$ cat src/rtl/spi_frame_master.sv
// rtl/spi_frame_master.sv - mode-0 MSB-first SPI frame master with framed CS_n
// Streams s_data words onto MOSI and returns the MISO word of each transfer on rx_data.
`timescale 1ns/1ps
module spi_frame_master #(
   parameter int DATA_W   = 32,
   parameter int CLK_DIV  = 4,
   parameter int CS_SETUP = 2,
   parameter int CS_HOLD  = 2,
   parameter int CS_IDLE  = 4
) (
   input  logic              sysclk,
   input  logic              rst,
   input  logic [DATA_W-1:0] s_data,
   input  logic              s_valid,
   input  logic              s_last,
   output logic              s_ready,
   output logic [DATA_W-1:0] rx_data,
   output logic              rx_valid,
   output logic              busy,
   output logic              SCLK,
   output logic              MOSI,
   input  logic              MISO,
   output logic              CS_n
);
   localparam int HALF_W  = $clog2(CLK_DIV + 1);
   localparam int BIT_W   = $clog2(DATA_W + 1);
   localparam int TMR_MAX = (CS_SETUP > CS_HOLD) ?
                            ((CS_SETUP > CS_IDLE) ? CS_SETUP : CS_IDLE) :
                            ((CS_HOLD > CS_IDLE) ? CS_HOLD : CS_IDLE);
   localparam int TMR_W   = $clog2(TMR_MAX + 1);

   typedef enum logic [2:0] {IDLE, SETUP, SHIFT, NEXT, HOLD, GAP} state_t;

   state_t              state_q, state_d;
   logic [HALF_W-1:0]   half_cnt_q, half_cnt_d;
   logic [BIT_W-1:0]    bit_cnt_q, bit_cnt_d;
   logic [TMR_W-1:0]    tmr_q, tmr_d;
   // Only the bits still to be sent; the MSB goes straight to MOSI on accept.
   logic [DATA_W-2:0]   tx_sr_q, tx_sr_d;
   logic [DATA_W-1:0]   rx_sr_q, rx_sr_d;
   logic [DATA_W-1:0]   rx_data_q, rx_data_d;
   logic                rx_valid_q, rx_valid_d;
   logic                last_q, last_d;
   logic                sclk_q, sclk_d;
   logic                mosi_q, mosi_d;
   logic                cs_n_q, cs_n_d;
   logic                accept;

   // Gated by rst so s_ready reads low while reset is held.
   assign s_ready  = ~rst & ((state_q == IDLE) | (state_q == NEXT));
   assign accept   = s_valid & s_ready;
   assign busy     = (state_q != IDLE);
   assign rx_data  = rx_data_q;
   assign rx_valid = rx_valid_q;
   assign SCLK     = sclk_q;
   assign MOSI     = mosi_q;
   assign CS_n     = cs_n_q;

   always_comb begin
      state_d    = state_q;
      half_cnt_d = half_cnt_q;
      bit_cnt_d  = bit_cnt_q;
      tmr_d      = tmr_q;
      tx_sr_d    = tx_sr_q;
      rx_sr_d    = rx_sr_q;
      rx_data_d  = rx_data_q;
      rx_valid_d = 1'b0;
      last_d     = last_q;
      sclk_d     = sclk_q;
      mosi_d     = mosi_q;
      cs_n_d     = cs_n_q;
      case (state_q)
         IDLE: begin
            if (accept) begin
               tx_sr_d = s_data[DATA_W-2:0];
               mosi_d  = s_data[DATA_W-1];
               cs_n_d  = 1'b0;
               last_d  = s_last;
               tmr_d   = '0;
               state_d = SETUP;
            end
         end
         SETUP: begin
            if (tmr_q == TMR_W'(CS_SETUP - 1)) begin
               half_cnt_d = '0;
               bit_cnt_d  = '0;
               state_d    = SHIFT;
            end else begin
               tmr_d = tmr_q + TMR_W'(1);
            end
         end
         SHIFT: begin
            if (half_cnt_q != HALF_W'(CLK_DIV - 1)) begin
               half_cnt_d = half_cnt_q + HALF_W'(1);
            end else begin
               half_cnt_d = '0;
               if (!sclk_q) begin
                  sclk_d  = 1'b1;
                  rx_sr_d = {rx_sr_q[DATA_W-2:0], MISO};
               end else begin
                  sclk_d = 1'b0;
                  // On the final fall MOSI keeps the last bit for the NEXT stall.
                  if (bit_cnt_q == BIT_W'(DATA_W - 1)) begin
                     rx_data_d  = rx_sr_q;
                     rx_valid_d = 1'b1;
                     tmr_d      = '0;
                     state_d    = last_q ? HOLD : NEXT;
                  end else begin
                     mosi_d    = tx_sr_q[DATA_W-2];
                     tx_sr_d   = tx_sr_q << 1;
                     bit_cnt_d = bit_cnt_q + BIT_W'(1);
                  end
               end
            end
         end
         NEXT: begin
            if (accept) begin
               tx_sr_d    = s_data[DATA_W-2:0];
               mosi_d     = s_data[DATA_W-1];
               last_d     = s_last;
               half_cnt_d = '0;
               bit_cnt_d  = '0;
               state_d    = SHIFT;
            end
         end
         HOLD: begin
            if (tmr_q == TMR_W'(CS_HOLD - 1)) begin
               cs_n_d  = 1'b1;
               tmr_d   = '0;
               state_d = GAP;
            end else begin
               tmr_d = tmr_q + TMR_W'(1);
            end
         end
         GAP: begin
            if (tmr_q == TMR_W'(CS_IDLE - 1)) begin
               state_d = IDLE;
            end else begin
               tmr_d = tmr_q + TMR_W'(1);
            end
         end
         default: state_d = IDLE;
      endcase
   end

   always_ff @(posedge sysclk or posedge rst) begin
      if (rst) begin
         state_q    <= IDLE;
         half_cnt_q <= '0;
         bit_cnt_q  <= '0;
         tmr_q      <= '0;
         tx_sr_q    <= '0;
         rx_sr_q    <= '0;
         rx_data_q  <= '0;
         rx_valid_q <= 1'b0;
         last_q     <= 1'b0;
         sclk_q     <= 1'b0;
         mosi_q     <= 1'b0;
         cs_n_q     <= 1'b1;
      end else begin
         state_q    <= state_d;
         half_cnt_q <= half_cnt_d;
         bit_cnt_q  <= bit_cnt_d;
         tmr_q      <= tmr_d;
         tx_sr_q    <= tx_sr_d;
         rx_sr_q    <= rx_sr_d;
         rx_data_q  <= rx_data_d;
         rx_valid_q <= rx_valid_d;
         last_q     <= last_d;
         sclk_q     <= sclk_d;
         mosi_q     <= mosi_d;
         cs_n_q     <= cs_n_d;
      end
   end
endmodule

$ cat config.mk
export PLATFORM = sky130hd
export DESIGN_NAME = spi_frame_master
export DESIGN_NICKNAME = d
export VERILOG_FILES = /design/src/rtl/spi_frame_master.sv
export SDC_FILE = /design/constraint.sdc
export NUM_CORES = 1
export LEC_CHECK = 0
export BUFFER_PORTS_ARGS = -buffer_cell sky130_fd_sc_hd__buf_2
export CAP_MARGIN = 20
export CORE_MARGIN = 10
export CORE_UTILIZATION = 30
export DETAILED_ROUTE_END_ITERATION = 8
export GPL_TIMING_DRIVEN = 0
export PLACE_DENSITY = 0.51
export SKIP_CTS_REPAIR_TIMING = 1
export SLEW_MARGIN = 20
export SYNTH_ARGS = -nofsm -noshare
export SYNTH_HDL_FRONTEND = slang
export SYNTH_SLANG_ARGS = --single-unit
$ cat constraint.sdc
create_clock -name sysclk -period 5.1 [get_ports sysclk]
set_input_delay 0.51 -clock sysclk [delete_from_list [all_inputs] [get_ports sysclk]]
set_output_delay 0.51 -clock sysclk [all_outputs]
set_load 0.005 [all_outputs]
=== After elaboration in Yosys (flattened, before gate mapping) ===
Cells that the tools add are included.

* Logic and storage cells: 104
* Bits in latches: 0
* Bits of input ports: 37
* Memories: 0
* Output and inout port bits: 38
* Bits in writable memories: 0
* Register bits after elaboration: 115
* ROM bits: 0

* Reductions and logical operators: 17
* Shift-type cells: 0
* Mux-type cells: 45
* Equality and inequality tests: 21
* $lt $le $gt $ge: 0
* Add/sub/neg operators: 3
* Bitwise logic cells: 6
* $mul: 0
* Divide/modulo/power cells: 0

{| class="wikitable"
|+ Operators with widths
! operator !! number
|-
| $mux W31 || 4
|-
| $pmux W31 S2 || 1
|-
| $mux W3 || 18
|-
| $mux W6 || 5
|-
| $ne A2 B2 Y1 const B || 11
|-
| $pmux W3 S6 || 1
|-
| $pmux W6 S3 || 1
|-
| $pmux W3 S5 || 1
|-
| $mux W1 || 11
|-
| $eq A3 B2 Y1 const B || 3
|-
| $pmux W3 S3 || 1
|-
| $reduce_and A3 Y1 || 3
|-
| $reduce_and A8 Y1 || 1
|-
| $reduce_and A7 Y1 || 1
|-
| $add A3 B1 Y3 const B || 2
|-
| $add A6 B1 Y6 const B || 1
|-
| $eq A3 B1 Y1 const B || 2
|-
| $eq A3 B3 Y1 const B || 2
|-
| $eq A6 B5 Y1 const B || 1
|-
| $reduce_and A6 Y1 || 1
|-
| $reduce_bool A3 Y1 || 2
|-
| $reduce_and A5 Y1 || 1
|-
| $reduce_bool A5 Y1 || 1
|-
| $pmux W1 S2 || 2
|-
| other kinds (10) || 15
|}

=== Logic depth before layout (Yosys ltp) ===
* Depth in word-level cells: 6
* Depth in mapped cells: 6
* Depth with buffers taken out: 6

=== Least setup slack after synthesis ===
Ideal clock, no wire load.

* Path kind: reg-to-reg
* Start: register state_q[0]
* End: register rx_data_q[10] (netlist: rx_data[10])
* Data arrival time: 1.936 ns
* Stages on the path, launching flop included: 6
* Data required time: 4.975 ns
* Path slack: 3.039 ns
* Path buffers: 2
* Library setup time: 0.125 ns
* Cell sequence: dfrtp_1 or3b_1 buf_6 nor4_4 buf_6 mux2_4

* Word-level cells in the longest chain between the ends: 2

{| class="wikitable"
|+ RTL lines
! element !! RTL line !! RTL
|-
| start: declaration || 34 || <nowiki>state_t state_q, state_d;</nowiki>
|-
| start signal: assignment || 161 || <nowiki>state_q <= state_d;</nowiki>
|-
| $eq A3 B2 Y1 || 72 || <nowiki>case (state_q)</nowiki>
|-
| $reduce_and A4 Y1 (no source line) || -- ||
|-
| end signal: assignment || 167 || <nowiki>rx_data_q <= rx_data_d;</nowiki>
|-
| end: declaration || 41 || <nowiki>logic [DATA_W-1:0] rx_data_q, rx_data_d;</nowiki>
|}

Every way passes these cells.
A chain may end at the register's enable or synchronous reset.

=== Final worst setup path ===
* Start: register state_q[0]
* End: register rx_data_q[21] (netlist: rx_data[21])

Same word-level chain as after synthesis.

==> flow_summary_export.csv <==
group,metric,value,unit
run_status,status,"completed",
floorplanning,die-area,22900,sq um
power_and_ir_drop,internal_power,2.23,mW
yosys,synth_seq_cells,115,
grt,grt_pass1_vias,3447,
power_and_ir_drop,p_sw,0.955,mW
sta,tightestPinTransition,0.680,ns
yosys,post_synth_and_or_nand_nor_area_fraction,0.0574,
setup_path,crit_arrival,2.63,ns
clock_tree,cts_tree,"yes",
power_and_ir_drop,pwr-share-clk,0.338,
sta,finalSetupViolCount,0,
placed_design,numPortBuffers,74,
grt,grt-ovfl-total,0,
yosys,synth_edf_count,0,
yosys,synth_top_family_by_area,"multiplexers",
power_and_ir_drop,p_total,3.19,mW
setup_path,slowest_delay,0.65,ns
sta,slew_headroom,0.543,
clock_tree,cts_root_buffer,"clkbuf_16",
sta,slew_viol_final,0,
yosys,yosysWarnings,0,
layout,fin_area,6390,sq um
route,drc,0,
floorplanning,fp.dieW,151,microns
floorplanning,fp.coreArea,16700,sq um
floorplanning,ios,75,
layout,final_util,0.383,
power_and_ir_drop,ir_worst_vdd,0.237,mV
yosys,synthMuxAreaShare,0.296,
power_and_ir_drop,switching_share,0.300,
grt,grt_max_degree,79,
setup_path,worstSetupPathType,"register to register",
clock_tree,clock_sinks,115,
route,first_pass_iters,4,
yosys,synthArstFlopShare,1.00,
clock_tree,htree_num_levels,4,
yosys,syn-num-nets,403,
yosys,syn_area,5160,sq um
yosys,synthXorXnorAreaFrac,0,
placed_design,hpwl,7130,microns
sta,fin_crit,2.34,ns
layout,layout_common_cells,"dfrtp_1 (114), mux2_2 (101), buf_2 (84)",
clock_tree,cts_inserted_buffers,17,
yosys,synthFlopType,"dfrtp_1",
layout,multi_input_area,2150,sq um
layout,n_antenna_cell,0,
route,wl_per_cell,15.0,microns
route,via_per_inst,4.65,
setup_path,crit_family,"simple AND/OR/NAND/NOR gates",
route,vias,3201,
clock_tree,cts_buffer_depth,2,
setup_path,crit_chain,"or3b_1, buf_6, nor4_4, buf_6, mux2_4",
job,maxCapViolations,0,
yosys,ys_seq_area_frac,0.557,
floorplanning,initial_core_util,0.309,
yosys,synth_compound_area_frac,0.0518,
yosys,synthesis.instances,361,
grt,grt_pass1_wl,17100,microns
layout,syn_to_final_growth,23.7,%
setup_path,path_buf_inv,2,
power_and_ir_drop,combPwrFrac,0.284,
layout,layout.nets,497,
sta,hold_viol,0,
placed_design,placedInstanceArea,5840,sq um
grt,antenna_found_initial,0,
sta,max_freq,0.427,GHz
placed_design,globalplace.congestion,0.807,
sta,fin_setup_tns,0,ns
sta,hold_ws,0.133,ns
floorplanning,num_rows,47,
power_and_ir_drop,pwr-share-seq,0.379,
layout,nFillCells,1627,
sta,period_share,0.459,
layout,seq_area,2880,sq um
route,routed_wl,10300,microns
route,drt-initial-drc-count,158,
clock_tree,cts.clk_slew.worst_paths,0.05,ns
yosys,synthAdderAreaFrac,0.0121,
sta,fin_skew,0.0107,ns
setup_path,crit_path_end_kind,"register",
power_and_ir_drop,p_per_area,499,nW/um^2
power_and_ir_drop,p_leak,3.12,nW
yosys,ys_types,44,
setup_path,required,5.39,ns
grt,grtUsageTotal,0.0943,
setup_path,critPathLaunchType,"register",
min_path,min_path_type,"input pin to async pin",
layout,drive_gt1_frac,0.532,
yosys,syn_area_per_cell,14.3,sq um
route,ant_nets,0,
layout,final_common_cell,"dfrtp_1",
clock_tree,clk-insertion-delay-late,0.41,ns
sta,grt_setup_unrepaired,"no",
floorplanning,die_h,151,microns
setup_path,slowest_stage,"nor4_4",
setup_path,cp_max_fo,10,
setup_path,worst_path_most_repeated_cell,"buf_6",
-- cell type report --
type	count	area share
Clock inverter	14	0.0168
Timing Repair Buffer	75	0.0623
Inverter	8	0.00548
Tap cell	220	0.0431
Buffer	16	0.0161
Clock buffer	18	0.0687
Sequential cell	115	0.451
Multi-Input combinational cell	222	0.337
-- through the flow --
step	instances	setup WS, ns
floorplan	361	1.55
global placement	655	0.100
detailed placement	656	2.75
CTS	688	2.74
global route	688	2.67
finish	688	2.76
-- power groups by stage --
stage	combinational [mW]	clock, mW	sequential [mW]
CTS	0.918	1.11	1.21
global placement	0.888	0	1.22
global route	1.01	1.16	1.23
floorplan	0.744	0	1.19
detailed placement	0.915	0	1.22
finish	0.904	1.08	1.21
-- per-layer routing --
metal  global-route usage  wire length [microns]  vias up  part of all wire
met5                    0                      0        -                 0
met4               0.0375                    148        0             0.014
met3               0.0424                    818       20             0.079
met2                0.143                   4540       83              0.44
met1                0.115                   4790     1587              0.47
li1                     -                      -     1511                 -
-- synth_stat cells (3+ instances only) --
| master | n | share of area |
|---|---|---|
| a21oi_1 | 6 | 0.0058 |
| mux2_4 | 20 | 0.058 |
| o21ai_0 | 8 | 0.0078 |
| a21o_1 | 3 | 0.0044 |
| a22o_1 | 3 | 0.0051 |
| nor2b_1 | 5 | 0.0061 |
| buf_6 | 4 | 0.0087 |
| dfrtp_1 | 114 | 0.55 |
| inv_1 | 8 | 0.0058 |
| ha_1 | 5 | 0.012 |
| buf_2 | 10 | 0.0097 |
| nor2_1 | 6 | 0.0044 |
| a31oi_1 | 3 | 0.0036 |
| nand2b_1 | 8 | 0.0097 |
| nand3_1 | 9 | 0.0087 |
| nand2_1 | 7 | 0.0051 |
| mux2_1 | 7 | 0.015 |
| mux2_2 | 101 | 0.22 |
-- worst paths after layout --
kind                       slack, ns                      end  cells past startpoint                    from
max in group asynchronous       4.26  rx_data[26]$_DFFE_PP0P_                      3                     rst
max reg2reg                     2.76  rx_data[21]$_DFFE_PP0P_                      5  state_q[0]$_DFFE_PP0P_
min                             0.13  tx_sr_q[21]$_DFFE_PP0P_                      2                     rst
min reg2reg                     0.48   rx_data[6]$_DFFE_PP0P_                      1  rx_data[6]$_DFFE_PP0P_
max                             2.76  rx_data[21]$_DFFE_PP0P_                      5  state_q[0]$_DFFE_PP0P_
min in group sysclk             0.34   rx_sr_q[0]$_DFFE_PP0P_                      2                    MISO
-- sequential cells by signal (all words and copies together) (netlist names) --
name and flops:
rx_data 32, rx_sr_q 32, tx_sr_q 31, bit_cnt_q 6, half_cnt_q 3, state_q 3
tmr_q 3, CS_n 1, MOSI 1, SCLK 1, last_q 1, rx_valid 1
-- logic make-up (layout without fill, tap and decap cells) --
family,after synthesis,after routing
muxes,129,129
DFF,115,115
and+or+nand+nor,50,50
AOI/OAI and AO/OA,38,38
buffers and inverters,24,131
adders and majority gates,5,5
No activity file was read; power rests on OpenSTA's default activity.
